### config.mk
export PLATFORM = sky130hd
export DESIGN_NAME = traffic_interval_timer_flat
export DESIGN_NICKNAME = d
export VERILOG_FILES = /design/src/rtl/traffic_pkg.sv /design/src/rtl/traffic_interval_timer_if.sv /design/src/rtl/tick_prescaler.sv /design/src/rtl/traffic_interval_timer.sv /design/src/flat_wrapper.sv
export SDC_FILE = /design/constraint.sdc
export NUM_CORES = 1
export LEC_CHECK = 0
export CAP_MARGIN = 20
export CORE_MARGIN = 5
export CORE_UTILIZATION = 30
export DETAILED_ROUTE_END_ITERATION = 8
export GPL_TIMING_DRIVEN = 0
export HOLD_SLACK_MARGIN = 0.03
export PLACE_DENSITY = 0.49
export SLEW_MARGIN = 10
export SYNTH_ARGS = -nofsm -noshare
export SYNTH_HDL_FRONTEND = slang
export SYNTH_SLANG_ARGS = --single-unit
### constraint.sdc
create_clock -name clk -period 4.3 [get_ports clk]
set_input_delay 0.645 -clock clk [delete_from_list [all_inputs] [get_ports clk]]
set_output_delay 0.645 -clock clk [all_outputs]
set_load 0.02 [all_outputs]
### src/rtl/traffic_pkg.sv
// Shared definitions for the traffic-light controller and its interval timer:
// timer FSM state encoding and the default interval settings both sides agree on.
package traffic_pkg;

    typedef enum logic [1:0] {
        IDLE       = 2'd0,
        COUNT      = 2'd1,
        SHORT_DONE = 2'd2,
        LONG_DONE  = 2'd3
    } tmr_state_t;

    localparam int TMR_W         = 16;
    localparam int TMR_PRESCALE  = 1000;
    localparam int TMR_SHORT_DEF = 3;
    localparam int TMR_LONG_DEF  = 10;

endpackage

### src/rtl/traffic_interval_timer_if.sv
// Timer-side link of the traffic-light controller: restart/config requests in,
// elapsed flags and running status out.
interface traffic_interval_timer_if #(
    parameter int W = 16
);
    logic         st;
    logic         cfg_we;
    logic [W-1:0] cfg_short;
    logic [W-1:0] cfg_long;
    logic         ts;
    logic         tl;
    logic         running;

    modport master (
        output st, cfg_we, cfg_short, cfg_long,
        input  ts, tl, running
    );

    modport slave (
        input  st, cfg_we, cfg_short, cfg_long,
        output ts, tl, running
    );
endinterface

### src/rtl/tick_prescaler.sv
// Divides clk into one-cycle tick pulses every PRESCALE cycles; clr restarts the
// division so the first tick after a restart lands exactly PRESCALE cycles later.
module tick_prescaler #(
    parameter int PRESCALE = 1000
) (
    input  logic clk,
    input  logic rst,
    input  logic clr,
    output logic tick
);
    localparam int            PW   = (PRESCALE > 1) ? $clog2(PRESCALE) : 1;
    localparam logic [PW-1:0] LAST = PW'(PRESCALE - 1);

    logic [PW-1:0] pre_q;
    logic [PW-1:0] pre_d;

    always_comb begin
        tick  = (pre_q == LAST);
        pre_d = pre_q + PW'(1);
        if (clr || tick) begin
            pre_d = '0;
        end
    end

    always_ff @(posedge clk) begin
        if (rst) begin
            pre_q <= '0;
        end else begin
            pre_q <= pre_d;
        end
    end
endmodule

### src/rtl/traffic_interval_timer.sv
// Interval timer for the traffic-light controller: restarts on st, then raises sticky
// ts after the short interval and tl after the long interval, counted in prescaled ticks.
module traffic_interval_timer
    import traffic_pkg::*;
#(
    parameter int W         = TMR_W,
    parameter int PRESCALE  = TMR_PRESCALE,
    parameter int SHORT_DEF = TMR_SHORT_DEF,
    parameter int LONG_DEF  = TMR_LONG_DEF
) (
    input logic                     clk,
    input logic                     rst,
    traffic_interval_timer_if.slave bus
);
    localparam logic [W-1:0] SHORT_RST = W'(SHORT_DEF);
    localparam logic [W-1:0] LONG_RST  = W'(LONG_DEF);

    function automatic logic [W-1:0] clamp_short(input logic [W-1:0] v);
        return (v == '0) ? W'(1) : v;
    endfunction

    function automatic logic [W-1:0] clamp_long(input logic [W-1:0] l, input logic [W-1:0] s);
        return (l < s) ? s : l;
    endfunction

    tmr_state_t   state_q, state_d;
    logic [W-1:0] cnt_q, cnt_d;
    logic [W-1:0] sh_s_q, sh_s_d, lg_s_q, lg_s_d;
    logic [W-1:0] sh_a_q, sh_a_d, lg_a_q, lg_a_d;
    logic         ts_q, ts_d, tl_q, tl_d;
    logic         tick;
    logic [W-1:0] src_short, src_long, ld_short, ld_long, cnt_inc;
    logic         ts_due, tl_due;

    tick_prescaler #(.PRESCALE(PRESCALE)) u_prescaler (
        .clk  (clk),
        .rst  (rst),
        .clr  (bus.st),
        .tick (tick)
    );

    always_comb begin
        // A config write coinciding with st is forwarded straight into the active intervals.
        src_short = bus.cfg_we ? bus.cfg_short : sh_s_q;
        src_long  = bus.cfg_we ? bus.cfg_long  : lg_s_q;
        ld_short  = clamp_short(src_short);
        ld_long   = clamp_long(src_long, ld_short);
        cnt_inc   = cnt_q + W'(1);
        ts_due    = (cnt_inc >= sh_a_q);
        tl_due    = (cnt_inc >= lg_a_q);

        state_d = state_q;
        cnt_d   = cnt_q;
        sh_s_d  = sh_s_q;
        lg_s_d  = lg_s_q;
        sh_a_d  = sh_a_q;
        lg_a_d  = lg_a_q;
        ts_d    = ts_q;
        tl_d    = tl_q;

        if (bus.cfg_we) begin
            sh_s_d = bus.cfg_short;
            lg_s_d = bus.cfg_long;
        end

        if (bus.st) begin
            state_d = COUNT;
            cnt_d   = '0;
            ts_d    = 1'b0;
            tl_d    = 1'b0;
            sh_a_d  = ld_short;
            lg_a_d  = ld_long;
        end else begin
            unique case (state_q)
                COUNT: begin
                    if (tick) begin
                        cnt_d = cnt_inc;
                        ts_d  = ts_due;
                        tl_d  = tl_due;
                        if (tl_due) begin
                            state_d = LONG_DONE;
                        end else if (ts_due) begin
                            state_d = SHORT_DONE;
                        end
                    end
                end
                SHORT_DONE: begin
                    if (tick) begin
                        cnt_d = cnt_inc;
                        tl_d  = tl_due;
                        if (tl_due) begin
                            state_d = LONG_DONE;
                        end
                    end
                end
                default: ;
            endcase
        end
    end

    always_ff @(posedge clk) begin
        if (rst) begin
            state_q <= IDLE;
            cnt_q   <= '0;
            sh_s_q  <= SHORT_RST;
            lg_s_q  <= LONG_RST;
            sh_a_q  <= SHORT_RST;
            lg_a_q  <= LONG_RST;
            ts_q    <= 1'b0;
            tl_q    <= 1'b0;
        end else begin
            state_q <= state_d;
            cnt_q   <= cnt_d;
            sh_s_q  <= sh_s_d;
            lg_s_q  <= lg_s_d;
            sh_a_q  <= sh_a_d;
            lg_a_q  <= lg_a_d;
            ts_q    <= ts_d;
            tl_q    <= tl_d;
        end
    end

    assign bus.ts      = ts_q;
    assign bus.tl      = tl_q;
    assign bus.running = (state_q == COUNT) || (state_q == SHORT_DONE);
endmodule

### src/flat_wrapper.sv
// flat-port wrapper written by rule: the top's interface ports become plain ports
module traffic_interval_timer_flat import traffic_pkg::*;
#(
    parameter int W         = TMR_W,
    parameter int PRESCALE  = TMR_PRESCALE,
    parameter int SHORT_DEF = TMR_SHORT_DEF,
    parameter int LONG_DEF  = TMR_LONG_DEF
)
  (clk, rst, bus_st, bus_cfg_we, bus_cfg_short, bus_cfg_long, bus_ts, bus_tl, bus_running);
  traffic_interval_timer_if #(.W(W)) bus_i ();
  input logic clk;
  input logic rst;
  input wire logic [$bits(bus_i.st)-1:0] bus_st;
  input wire logic [$bits(bus_i.cfg_we)-1:0] bus_cfg_we;
  input wire logic [$bits(bus_i.cfg_short)-1:0] bus_cfg_short;
  input wire logic [$bits(bus_i.cfg_long)-1:0] bus_cfg_long;
  output wire logic [$bits(bus_i.ts)-1:0] bus_ts;
  output wire logic [$bits(bus_i.tl)-1:0] bus_tl;
  output wire logic [$bits(bus_i.running)-1:0] bus_running;
  assign bus_i.st = bus_st;
  assign bus_i.cfg_we = bus_cfg_we;
  assign bus_i.cfg_short = bus_cfg_short;
  assign bus_i.cfg_long = bus_cfg_long;
  assign bus_ts = bus_i.ts;
  assign bus_tl = bus_i.tl;
  assign bus_running = bus_i.running;
  traffic_interval_timer #(.W(W), .PRESCALE(PRESCALE), .SHORT_DEF(SHORT_DEF), .LONG_DEF(LONG_DEF)) u_core (.clk(clk), .rst(rst), .bus(bus_i));
endmodule
### After elaboration in Yosys (flattened, before gate mapping)

Index checks and enable logic that the tools add are counted.
W data, S select, Z words.

| storage, ports and cells | value |
|---|---|
| memory bits (read-only) | 0 |
| word-level logic and storage cells | 49 |
| memory bits (writable) | 0 |
| output and inout bits | 3 |
| latch bits | 0 |
| bits of input ports | 36 |
| memories | 0 |
| register bits after elaboration | 94 |

| cells by class | value |
|---|---|
| add/sub/neg operators | 2 |
| eq/ne operators | 11 |
| divide/modulo/power cells | 0 |
| reduce and logical (&&, ||, !) cells | 12 |
| bitwise gates (word level) | 0 |
| magnitude comparators | 3 |
| shift operators | 0 |
| muxes and demuxes | 11 |
| multiply operators | 0 |

Operators with widths:

| cell | number |
|---|---|
| $mux W16 | 4 |
| $ge A16 B16 Y1 | 2 |
| $add A16 B1 Y16 const B | 1 |
| $logic_not A16 Y1 | 1 |
| $lt A16 B16 Y1 | 1 |
| $add A10 B1 Y10 const B | 1 |
| $eq A10 B10 Y1 const B | 1 |
| $mux W2 | 5 |
| $reduce_and A5 Y1 | 2 |
| $ne A3 B2 Y1 const B | 3 |
| $ne A2 B1 Y1 const B | 3 |
| $reduce_or A2 Y1 | 3 |
| $ne A4 B2 Y1 const B | 1 |
| $pmux W2 S2 | 1 |
| $reduce_and A2 Y1 | 2 |
| $ne A3 B1 Y1 const B | 1 |
| $reduce_bool A3 Y1 | 1 |
| $eq A2 B1 Y1 const B | 1 |
| $eq A2 B2 Y1 const B | 1 |
| $logic_or A1 B1 Y1 | 2 |
| $reduce_bool A2 Y1 | 1 |
| $mux W1 | 1 |

### Logic depth before layout (Yosys ltp)

| logic depth | value |
|---|---|
| depth after elaboration | 7 |
| gate-level depth with buffers | 15 |
| depth with buffers taken out | 15 |

### Cells and area by module

A second synthesis with hierarchy kept.

| unflattened totals | value |
|---|---|
| cell total of the unflattened synthesis | 569 |
| area total of the unflattened synthesis | 5047.3 um^2 |

By module, submodules not included:

| module | cells an instance | instances | area each (um^2) | sequential area each (um^2) |
|---|---|---|---|---|
| traffic_interval_timer | 517 | 1 | 4588.2 | 1681.6 |
| tick_prescaler | 52 | 1 | 459.2 | 200.2 |

### Worst setup path before layout

No wires, ideal clock.

| path | value |
|---|---|
| kind | input -> register |
| from | in bus_cfg_we |
| to | reg u_core.lg_a_q[3] |
| path buffers | 3 |
| library setup time | 0.120 ns |
| data required time | 4.180 ns |
| data arrival time | 3.099 ns |
| cell stages on the path | 12 |
| setup slack | 1.082 ns |
| path through | buf_6 > buf_2 > mux2i_1 > ha_1 > a21oi_1 > o21ai_0 > a221o_1 > buf_2 > o21bai_1 > o31ai_4 > mux2i_1 > a211o_1 |

| on the way | value |
|---|---|
| longest elaborated chain between the ends | 5 |
| elaborated cells on any way between the ends | 6 |
| those cells by class | order compare: 1; mux: 4; reduce/logical: 1 |

RTL lines:

| item | RTL line | text |
|---|---|---|
| start: declaration | flat_wrapper.sv:14 | `input wire logic [$bits(bus_i.cfg_we)-1:0] bus_cfg_we;` |
| $mux W16 | traffic_interval_timer.sv:44 | `src_short = bus.cfg_we ? bus.cfg_short : sh_s_q;` |
| $logic_not A16 Y1 | traffic_interval_timer.sv:19 | `return (v == '0) ? W'(1) : v;` |
| $mux W16 | traffic_interval_timer.sv:19 |  |
| $lt A16 B16 Y1 | traffic_interval_timer.sv:23 | `return (l < s) ? s : l;` |
| $mux W16 (*) | traffic_interval_timer.sv:23 |  |
| end signal: assignment | traffic_interval_timer.sv:117 | `lg_a_q <= lg_a_d;` |
| end: declaration | traffic_interval_timer.sv:29 | `logic [W-1:0] sh_a_q, sh_a_d, lg_a_q, lg_a_d;` |

Mark *: on every way between the ends. The rest lies on a longest branch, timed or not.
A chain may end at the register's enable or synchronous reset.

### Worst setup path in the final report

| path | value |
|---|---|
| from | reg u_core.cnt_q[0] |
| to | reg u_core.state_q[1] |

| on the way | value |
|---|---|
| longest elaborated chain between the ends | 5 |
| elaborated cells on any way between the ends | 9 |
| those cells by class | add/sub: 1; order compare: 2; eq/ne: 2; mux: 3; reduce/logical: 1 |

RTL lines:

| item | RTL line | text |
|---|---|---|
| start: declaration | traffic_interval_timer.sv:27 | `logic [W-1:0] cnt_q, cnt_d;` |
| start signal: assignment | traffic_interval_timer.sv:113 | `cnt_q <= cnt_d;` |
| $add A16 B1 Y16 (*) | traffic_interval_timer.sv:48 | `cnt_inc = cnt_q + W'(1);` |
| named net u_core.cnt_inc[12] | traffic_interval_timer.sv:32 | `logic [W-1:0] src_short, src_long, ld_short, ld_long, cnt_inc;` |
| $ge A16 B16 Y1 | traffic_interval_timer.sv:50 | `tl_due = (cnt_inc >= lg_a_q);` |
| $mux W2 | traffic_interval_timer.sv:80 | `if (tl_due) begin` |
| $mux W2 | traffic_interval_timer.sv:76 | `if (tick) begin` |
| $pmux W2 S2 | traffic_interval_timer.sv:74 | `unique case (state_q)` |
| end signal: assignment | traffic_interval_timer.sv:112 | `state_q <= state_d;` |
| end: declaration | traffic_interval_timer.sv:26 | `tmr_state_t state_q, state_d;` |

The timed path passes the listed nets; every way through them passes the cells marked *. The select of a mux whose other input is x is not followed.

==> metrics.csv <==
metric,value,unit
H-tree depth,3,
synthesized net count,721,
crit path DAT,3990,ps
max-cap violation count,0,
Sw Ratio,29.95,%
Hold WC Path Type,flip-flop to flip-flop,
relative max-transition margin,57.24,%
Seq cells post-synth,94,
Worst Skew,7.168,ps
cell area after layout,6330,um2
Slew Limit Fails,0,
Peak VDD IR,0.0002432,V
n_diodes,0,
via count,4450,
WHS,476.7,ps
I/O pin count,39,
critical path required time,4520,ps
P_leak,2.597,nW
DR iter-0 viols,134,
TritonCTS clock tree,done,
Crit Path Class,flip-flop to flip-flop,
reg2reg setup slack,530,ps
Clock Sinks,94,
Initial Util,30.25,%
total track usage,14.86,%
CP endpoint kind,flip-flop,
RSZ-0062 raised after global routing,no,
Hold Buf Count CTS,0,
Psw,0.6410,mW
Clock Pin Slew Worst Setup and Hold Paths,70,ps
routability congestion estimate,0.8542,
setup_tns,0,ps
first-pass GRT wire length,24.27,mm
final hold violation count,0,
Critical Path Fanout Max,6,
Clk network pwr share,37.2,%
R2R Path End,u_core.state_q[1],
TritonCTS Buffers,9,
DP Cell Count,900,
"FFs w/ async S/R, synth",0,%
min cycle time layout,3773,ps
die area,20710,um2
drt wl/cell,15.70,um
Post-Synthesis Cell Area,5379,um2
Synth Warn #,0,
hold depth,1,
Highest Clock Rate,265.1,MHz
final setup fails,0,
ANT nets after route,0,
drt pass-1 iters,4,
GRT overflow,0,
Synth cell types,44,
Hold EP,u_core.u_prescaler.pre_q[0],
post-place instance area,6036,um2
area delta synth->final,17.68,%
pin count of the biggest net entering global routing,18,
PD cells,338.1,nW/um2
Post-synth top flop,dfxtp_1,
cells after synthesis,634,
Vias/cell,4.858,
sequential area share after synthesis,34.98,%
combinational power share,18.7,%
status,"complete, no violations",
nets@finish,769,
initial antenna violation count,0,
Syn Area/Cell,8.484,um2
Core Area,17780,um2
Seq pwr share,44.1,%
Pint,1.499,mW
Post-synth EDFFs,0,
Die Wd,143.9,um
Die H,143.9,um
drt total wl,14.38,mm
fin cells,916,
number of global-route vias before repair,4905,
R2R Path Start,u_core.cnt_q[0],
# DRC,0,
fin crit share,87.74,%
Row Count,49,
share of cells above drive strength 1,5.386,%
Worst-Margin Slew,623.6,ps
clock tree buffer depth,2,
CTS root buf,clkbuf_16,
Worst setup SP type,flip-flop,
reg2reg path depth,13,
clk_lat worst skew,350,ps
Port Buffers,37,
Hold Path Origin,u_core.u_prescaler.pre_q[0],
DPL Wire Length,11.97,mm
-- final cells by class --
class	count	area, um2
inverters	52	195.2
repair buffers	37	370.4
well taps	229	286.5
clock buffers	10	239.0
plain buffers	29	126.4
fillers	1867	11450
clock inverters	6	50.05
multi-input cells	459	3181
flip-flops and latches	94	1882
-- routing by layer --
layer  part of all wire (%)  global-route usage, %  vias to the layer above
met2                     50                  26.90                       62
met5                      0                      0                        -
met4                    1.7                  4.163                        0
li1                       -                      -                     2332
met3                    2.6                  2.662                       15
met1                     46                  17.95                     2041
-- cells by family (layout without fill, tap and decap cells) --
logic type / Yosys count / in the layout / synth area share, %
and+or+nand+nor: 229 / 229 / 20.63
muxes: 33 / 33 / 6.141
AOI/OAI and AO/OA: 110 / 110 / 14.54
DFF: 94 / 94 / 34.98
adders and majority gates: 51 / 51 / 11.86
xor gates and xnor gates: 36 / 36 / 5.862
buffers and inverters: 81 / 134 / 5.978
-- registers in the layout (all words and copies together), names as in the netlist --
signal,cells
u_core.bus.ts,1
u_core.cnt_q,16
u_core.bus.tl,1
u_core.lg_s_q,16
u_core.sh_s_q,16
u_core.sh_a_q,16
u_core.lg_a_q,16
u_core.state_q,2
u_core.u_prescaler.pre_q,10
-- worst max-delay path, cell delays in order, from the launching register on --
cell and delay (ps):
dfxtp_1 500, ha_1 270, nand3_1 170, nor3_1 390, and3_1 290, nand3_2 150, xnor2_1 270, ha_1 320
a2111oi_0 390, a31oi_1 180, a211oi_2 390, o21ai_0 150, nand2_1 90, a31oi_1 80
-- through the flow --
stage / setup WS (ps) / total power [mW] / util, %
final: 527.3 / 2.140 / 35.60
after global routing: 182.1 / 2.263 / 35.60
after CTS: 209.6 / 2.174 / 35.57
after detailed placement: 258.4 / 1.369 / 33.95
after global placement: 281.1 / 1.360 / 33.95
after floorplan: 1082 / 1.228 / -
-- cells in the final DEF (no fill, tap or decap), types with 3 or more instances in the layout --
master / netlist / layout
a21oi_1: 31 / 31
nand3_1: 14 / 14
nand2b_1: 8 / 8
buf_2: 8 / 8
o311ai_0: 14 / 14
clkbuf_1: 18 / 18
nand3b_1: 13 / 13
xnor2_1: 14 / 14
a211oi_1: 20 / 19
a31oi_1: 5 / 5
nor4_1: 9 / 9
nand4_1: 12 / 12
clkbuf_16: 0 / 9
nor2_1: 103 / 103
nand2_1: 30 / 30
and3_1: 8 / 8
inv_6: 0 / 3
nor3_1: 19 / 19
clkdlybuf4s50_1: 0 / 37
or2_2: 5 / 5
ha_1: 51 / 51
o21ai_0: 11 / 11
mux2i_1: 33 / 33
dfxtp_1: 94 / 94
inv_1: 52 / 52
xor2_1: 22 / 22
a211o_1: 16 / 16
-- worst max path at each step --
stage / startpoint / to / slack [ps] / cells after the start
floorplan: bus_cfg_we / u_core.lg_a_q[3] / 1080 / 12
global placement: u_core.cnt_q[0] / u_core.state_q[1] / 280 / 13
detailed placement: u_core.cnt_q[0] / u_core.state_q[1] / 260 / 13
CTS: u_core.cnt_q[0] / u_core.state_q[1] / 210 / 13
global route: u_core.cnt_q[0] / u_core.state_q[1] / 180 / 13
finish: u_core.cnt_q[0] / u_core.state_q[1] / 530 / 13
-- Yosys cell counts (12+ instances only) --
| library cell | n | area [um2] |
|---|---|---|
| dfxtp_1 | 94 | 1882 |
| mux2i_1 | 33 | 330.3 |
| inv_1 | 52 | 195.2 |
| nor2_1 | 103 | 386.6 |
| nor3_1 | 19 | 95.09 |
| nand2_1 | 30 | 112.6 |
| xor2_1 | 22 | 192.7 |
| nand3b_1 | 13 | 97.59 |
| clkbuf_1 | 18 | 67.56 |
| nand3_1 | 14 | 70.07 |
| a21oi_1 | 31 | 155.2 |
| nand4_1 | 12 | 75.07 |
| a211oi_1 | 20 | 150.1 |
| ha_1 | 51 | 638.1 |
| xnor2_1 | 14 | 122.6 |
| a211o_1 | 16 | 140.1 |
| o311ai_0 | 14 | 122.6 |
-- power by group through the flow --
stage	Clock [mW]	Combinational, mW	Sequential [mW]
after global routing	0.855	0.456	0.951
after global placement	0	0.397	0.962
after CTS	0.824	0.405	0.945
final	0.796	0.399	0.945
after floorplan	0	0.273	0.956
after detailed placement	0	0.403	0.965
-- what timing repair did --
item	CTS	global route
gates resized for setup	0	1
endpoints found under the setup margin	0	2
buffers inserted	0	0
Power figures use the tool's default switching activity.
